--- src/rtl/regfile_sb.sv ---
// Multi-port register file with write-to-read forwarding and a pending-producer scoreboard.
// After reset a CLEAR sweep zeroes registers 1..N-1; writes and scoreboard sets are accepted only in RUN.
module regfile_sb #(
  parameter int ADDR_WIDTH = 5,
  parameter int DATA_WIDTH = 32,
  parameter int NREAD      = 2,
  parameter int BYPASS     = 1
) (
  input  logic                          clk,
  input  logic                          rst,
  input  logic [NREAD*ADDR_WIDTH-1:0]   rd_addr,
  output logic [NREAD*DATA_WIDTH-1:0]   rd_data,
  output logic [NREAD-1:0]              rd_busy,
  input  logic                          wen,
  input  logic [ADDR_WIDTH-1:0]         waddr,
  input  logic [DATA_WIDTH-1:0]         wdata,
  input  logic                          sb_set,
  input  logic [ADDR_WIDTH-1:0]         sb_addr,
  output logic                          ready
);

  localparam int DEPTH = 1 << ADDR_WIDTH;
  localparam logic [ADDR_WIDTH-1:0] PTR_MAX = '1;
  localparam logic [ADDR_WIDTH-1:0] PTR_START = ADDR_WIDTH'(1);

  typedef enum logic {CLEAR, RUN} state_t;

  state_t                  state_q, state_d;
  logic [ADDR_WIDTH-1:0]   ptr_q, ptr_d;
  logic [DEPTH-1:0]        sb_q, sb_d;
  logic [DATA_WIDTH-1:0]   rf_q [DEPTH];
  logic [DATA_WIDTH-1:0]   rf_d [DEPTH];
  logic                    active;

  // rst is applied combinationally so outputs are quiet during the reset cycle itself
  assign active = (state_q == RUN) && !rst;
  assign ready  = active;

  always_comb begin
    state_d = state_q;
    ptr_d   = ptr_q;
    if (rst) begin
      state_d = CLEAR;
      ptr_d   = PTR_START;
    end else if (state_q == CLEAR) begin
      if (ptr_q == PTR_MAX) begin
        state_d = RUN;
      end else begin
        ptr_d = ptr_q + ADDR_WIDTH'(1);
      end
    end
  end

  always_comb begin
    sb_d = sb_q;
    if (rst) begin
      sb_d = '0;
    end else if (state_q == RUN) begin
      // Clear before set so a new producer issued alongside the write wins
      if (wen)    sb_d[waddr]   = 1'b0;
      if (sb_set) sb_d[sb_addr] = 1'b1;
    end
    sb_d[0] = 1'b0;
  end

  always_comb begin
    rf_d = rf_q;
    if (!rst) begin
      if (state_q == CLEAR) begin
        rf_d[ptr_q] = '0;
      end else if (wen && (waddr != '0)) begin
        rf_d[waddr] = wdata;
      end
    end
    rf_d[0] = '0;
  end

  always_ff @(posedge clk) begin
    if (rst) begin
      state_q <= CLEAR;
      ptr_q   <= PTR_START;
      sb_q    <= '0;
    end else begin
      state_q <= state_d;
      ptr_q   <= ptr_d;
      sb_q    <= sb_d;
    end
  end

  // Contents are not reset; the CLEAR sweep is the only zeroing path
  always_ff @(posedge clk) begin
    rf_q <= rf_d;
  end

  for (genvar i = 0; i < NREAD; i++) begin : g_rd
    logic [ADDR_WIDTH-1:0] addr;
    logic                  hit;
    assign addr = rd_addr[i*ADDR_WIDTH +: ADDR_WIDTH];
    assign hit  = (BYPASS != 0) && wen && (waddr == addr) && (addr != '0);
    assign rd_data[i*DATA_WIDTH +: DATA_WIDTH] =
      (!active || (addr == '0)) ? '0 : (hit ? wdata : rf_q[addr]);
    assign rd_busy[i] = active && !hit && sb_q[addr];
  end

endmodule

--- config.mk ---
export PLATFORM = sky130hd
export DESIGN_NAME = regfile_sb
export DESIGN_NICKNAME = d
export VERILOG_FILES = /design/src/rtl/regfile_sb.sv
export SDC_FILE = /design/constraint.sdc
export NUM_CORES = 2
export LEC_CHECK = 0
export ABC_CLOCK_PERIOD_IN_PS = 6580
export BUFFER_PORTS_ARGS = -buffer_cell sky130_fd_sc_hd__buf_2
export CORE_MARGIN = 5
export CORE_UTILIZATION = 45
export CTS_CLUSTER_SIZE = 28
export DETAILED_ROUTE_END_ITERATION = 6
export SYNTH_ARGS = -nofsm -noshare
export SYNTH_HDL_FRONTEND = slang
export SYNTH_SLANG_ARGS = --single-unit
--- constraint.sdc ---
create_clock -name clk -period 6.58 [get_ports clk]
set_input_delay 0.658 -clock clk [delete_from_list [all_inputs] [get_ports clk]]
set_output_delay 0.658 -clock clk [all_outputs]
set_load 0.03 [all_outputs]
* After elaboration in Yosys (flattened, before gate mapping)
Cells that the tools add are included.
Cells by class: bitwise gates (word level) 12, $mul 0, shifts and indexed selects 0, reduce and logical (&&, ||, !) cells 27, magnitude comparators 12, div/mod/pow operators 0, mux-type cells 31, add/subtract/negate cells 1, equal/unequal tests 4
Operators with widths (count):
- $mux 992 | 2
- $bwmux 1024 | 1
- $and 992x992->992 | 1
- $not 992->992 | 1
- $mux 32 | 14
- $bmux 32 s5 | 2
- $demux 32 s5 | 2
- $and 32x32->32 | 1
- $not 32->32 | 1
- $or 32x32->32 | 1
- $ge 6x6->1 const B | 4
- $lt 5x6->1 const B | 4
- $not 5->6 | 4
- $reduce_bool 5->1 | 3
- $logic_and 1x1->1 | 14
- $lt 6x1->1 const B | 2
- $bmux 1 s5 | 2
- $demux 1 s5 | 2
- $eq 5x5->1 | 2
- $ge 5x1->1 const B | 2
- $logic_not 5->1 | 2
- $mux 1 | 6
- $add 5x1->5 const B | 1
- $eq 5x5->1 const B | 1
- 5 further kinds | 12
Word-level totals: RAM bits 0, logic and storage cells 122, ROM bits 0, memories 0, latch bits 0, bits in registers 1030

* Longest topological paths before layout
word-level depth 11, mapped depth 9, depth with buffers taken out 7

* Worst setup path after synthesis
No wires, ideal clock.
path kind input -> register, start point in waddr[4], end point reg rf_q[100] (netlist bit) (enable), buffers on the path 3, stages on the path 8, data required time 6148 ps, arrival 3368 ps, slack 2781 ps, cells stage by stage clkbuf_1 nor3_1 nand2_1 a21boi_0 or2_2 clkbuf_1 clkbuf_1 a21oi_1
On the way: cells in the longest elaborated chain, start to end 4
RTL lines:
- from (decl) | line 15 | input logic [ADDR_WIDTH-1:0] waddr,
- $reduce_bool 5->1 | line 71 | end else if (wen && (waddr != '0)) begin
- $logic_and 1x1->1 | line 71
- $ne 2x1->1 (no source line)
- $reduce_and 2->1 (no source line)
- to (signal assigned) | line 92 | rf_q <= rf_d;
- to (decl) | line 31 | logic [DATA_WIDTH-1:0] rf_q [DEPTH];
No other way between the ends. A chain may end at the register's enable or synchronous reset.

* Worst setup path in the final report
start point reg state_q, end point out rd_data[51]
On the way: cells in the longest elaborated chain, start to end 4
RTL lines:
- from (decl) | line 28 | state_t state_q, state_d;
- from (signal assigned) | line 84 | state_q <= state_d;
- $logic_and 1x1->1 | line 36 | assign active = (state_q == RUN) && !rst;
- $logic_not 1->1 | line 101 | (!active || (addr == '0)) ? '0 : (hit ? wdata : rf_q[addr]);
- $logic_or 1x1->1 | line 101
- $mux 32 | line 101
- to (decl) | line 12 | output logic [NREAD*DATA_WIDTH-1:0] rd_data,
No other way between the ends.

==> parameters.txt <==
Parameter                              Value

Clock tree
  Clock tree from TritonCTS ... done
  Clock Sink Count ... 1029
  Postcts setup bufs ... 0
  Clk slew on worst S/H paths ... 0.06 ns
  Max clock buf depth ... 3
  Count of cells resized by post-cts repair ... 0
  Clock latency at the later pin of the worst-skew pair ... approximately 0.76 ns
  Library cell used as clock root buffer ... clkbuf_16
  Total clock buffers created by CTS ... 114
  H-tree level count ... 3
  Count of hold-fix buffers inserted at cts ... 0

Critical path
  Worst endpoint data arrival time ... 4.46 ns
  End of the worst register-to-register path ... rf_q[468]
  Master of the slowest instance on the critical path ... nor2_2
  Element type at the critical path end ... output pin
  Worst-path fanout max ... 26
  Source of the worst register-to-register timing path ... state_q
  Critical path's largest stage delay ... 0.96 ns
  Kind of critical path ... flip-flop to output pin
  Critical path required time ... 5.92 ns
  Crit path buf inv count ... 2
  Register-to-register path setup slack ... 3.31 ns
  Cell chain of the critical path ... nand2b_1 > nor2_2 > buf_4 > o21ai_0 > a31oi_1 > buf_2
  Source of the critical timing path ... state_q
  Worst reg2reg path depth ... 3
  Kind of cell adding the most delay to the critical path ... simple AND/OR/NAND/NOR gates
  Crit path launch type ... flip-flop

STA
  Transition time at the pin with the least slew margin ... 1.31 ns
  Maximum clock skew at final layout ... approximately 0.041 ns
  Worst rel slew slack ... 12.4%
  RSZ-0062 raised after global routing ... false
  Setup TNS ... 0 ns
  Number of hold violations in the final report ... 0
  Time the final worst path needs with I/O delays and setup ... 5.12 ns
  Minimum setup slack in the final design ... 1.46 ns
  Max-slew violation count ... 0
  Share of the cycle needed by the critical path after routing ... 77.7%
  Max Clock Freq ... 0.195 GHz
  Final setup violation count ... 0

Finish
  Most frequent standard cell in the layout excluding fill and tap cells ... o21ai_0
  Most frequent cells in the layout ... 1144 x o21ai_0, 1104 x nand2_1, 992 x edfxtp_1, 273 x mux2i_1, 272 x mux4_2
  Filler cells ... 11906
  Share of post-route cells with drive strength above 1 ... 18.2%
  Total Nets Final ... 5291
  Final standard cell utilization of the core ... 49.8%
  Layout Area Growth over Synthesis ... 10.5%

GRT
  Overall track demand over capacity in global routing ... 33.5%
  Largest net degree at the start of global routing ... 100
  Via count of the first global-routing pass ... 46746
  Wire length of the first global-routing pass ... around 340000 um
  Initial antenna violation count ... 18
  Congestion Overflow GR ... 0

Floorplanning
  Die Width ... 373 um
  Num ports ... around 120
  Effective utilization at floorplan ... between 40% and 50%
  Die area ... 139000 um^2
  Core area ... between 100000 and 150000 um^2
  Vertical die dimension ... 373 um
  Std cell rows ... 133

Yosys
  Share of synthesized flip-flops with an asynchronous set or reset ... 0%
  Number of enable flip-flop cells after synthesis ... between 900 and 1000
  Top flip-flop cell by instance count after synthesis ... edfxtp_1
  Number of nets produced by synthesis ... 5435
  Netlist cell types ... 51
  Number of warning messages in the yosys log ... 0
  Flip-flop and latch count after synthesis ... 1029
  Count of mapped cells out of synthesis ... 5374
  Post-Synthesis Cell Area ... 59200 um^2
  Sequential-to-total area share from yosys stat ... 51.6%
  Mean instance size in the synthesized netlist ... 11.0 um^2

Detailed routing
  Metal-1 WL ... 90100 um
  Total met3 wirelength after detailed routing ... 32200 um
  Iter 0 DRT Violations ... roughly 8300
  Met2 routed WL ... 105000 um
  Number of optimization iterations in the first detailed-route pass ... 7
  Number of nets with antenna violations after detailed routing ... 0
  Total wirelength of the detailed-routed design ... 242000 um
  WL/cell ... 34.2 um
  Detail-routed via count per cell ... 7.00
  Number of DRC violations after detailed routing ... 1
  Top Metal Used ... met4
  DR vias ... 49668

Min path
  Min-Delay Path Depth ... 4
  Hold-critical path endpoint ... sb_q[3]
  Worst hold start ... sb_addr[2]
  Type of the most critical hold path ... input pin to flip-flop

Pwr
  Overall power after layout ... 16.5 mW
  Pwr dens ... 253 nW/um^2
  Peak supply drop ... 0.217 mV
  Leakage power of the design ... around 24 nW

Placement
  Number of port buffers ... 122
  Placed wire-length estimate ... 149000 um
  Final Wtd Congestion ... 0.969
  Minimum setup slack after placement ... 1.88 ns

Run status
  Violated checks ... DRC
  Outcome ... complete, but fails checks

Flow run
  Maxcap violations ... 0
## area by class of cell
| class | instances | area, um^2 | share of cell area (%) |
|---|---|---|---|
| flip-flops and latches | 1029 | 30500 | 46.7 |
| clock inverters | 59 | 485 | 0.743 |
| clock buffers | 150 | 3040 | 4.66 |
| well taps | 1755 | 2200 | 3.36 |
| inverters | 13 | 48.8 | 0.0747 |
| diodes | 20 | 50.0 | 0.0766 |
| multi-input cells | 3775 | 26900 | 41.2 |
| repair buffers | 297 | 2070 | 3.16 |
## cell usage after synthesis (9+ instances only)
library cell     n  area [um^2]
o21ai_0       1144         5730
nand2_1       1108         4160
edfxtp_1       992        29800
clkbuf_1       404         1520
mux2i_1        273         2730
mux4_2         272         6130
mux2_2         165         1860
a221oi_1       120         1050
a21oi_1        110          551
nor2_1          89          334
buf_2           86          430
a31oi_1         82          513
o221ai_1        74          648
a22o_1          58          508
nor3_1          54          270
o22ai_1         45          282
buf_4           43          323
dfxtp_1         37          741
nor2b_1         34          213
o211ai_1        29          218
a211oi_1        22          165
o2111ai_1       19          166
buf_6           13          146
inv_1           11         41.3
o22a_1          11         96.3
xnor2_1         11         96.3
buf_1            9         33.8
## worst max path at each step
stage                       end  slack [ns]  cells past startpoint
finish              rd_data[51]        1.46                      6
floorplan             rf_q[100]        2.78                      8
global route        rd_data[51]        1.52                      6
CTS                 rd_data[51]        1.74                      6
detailed placement   rd_data[5]        1.88                      9
global placement     rd_data[5]        1.82                      9
## flip-flops by register name (all words and copies together) (netlist names)
name and count:
rf_q 992, state_q 1, sb_q 31, ptr_q 5
## metrics by stage
stage / hold slack (ns) / instance area (um^2) / cells
floorplan: 0.454 / 59200 / 5374
global placement: 0.466 / 61800 / 6869
detailed placement: 0.479 / 61800 / 6869
CTS: 0.360 / 65300 / 7078
global route: 0.402 / 65300 / 7085
finish: 0.391 / 65400 / 7098
## worst min-delay path, cell delays in order
cell and delay [ns]:
buf_2 0.18, nor3_1 0.10, nand2_1 0.07, a21oi_1 0.05
## layer usage
| layer | up-vias | GRT usage (%) |
|---|---|---|
| met5 | - | 0 |
| met4 | 0 | 17.5 |
| met3 | 757 | 9.37 |
| met2 | 4104 | 49.4 |
| met1 | 24574 | 45.2 |
| li1 | 20233 | - |
## logic make-up (layout without fill, tap and decap cells)
| kind of cell | after synthesis | after routing | share of synthesized area (%) |
|---|---|---|---|
| AND/OR/NAND/NOR | 1327 | 1327 | 8.89 |
| adder cells (fa/ha/maj) | 5 | 5 | 0.106 |
| XOR/XNOR | 13 | 13 | 0.192 |
| buffers and inverters | 570 | 519 | 4.24 |
| flip-flops | 1029 | 1029 | 51.6 |
| multiplexers | 710 | 710 | 18.1 |
| AO/OA/AOI/OAI | 1720 | 1720 | 16.9 |
| other | 0 | 20 | 0 |
## report_power, final
part           total [mW]  internal, mW  switching (mW)
sequential           8.01          7.71           0.303
combinational        2.19         0.810            1.38
clock                6.31          3.51            2.80
Power figures use the tool's default switching activity.
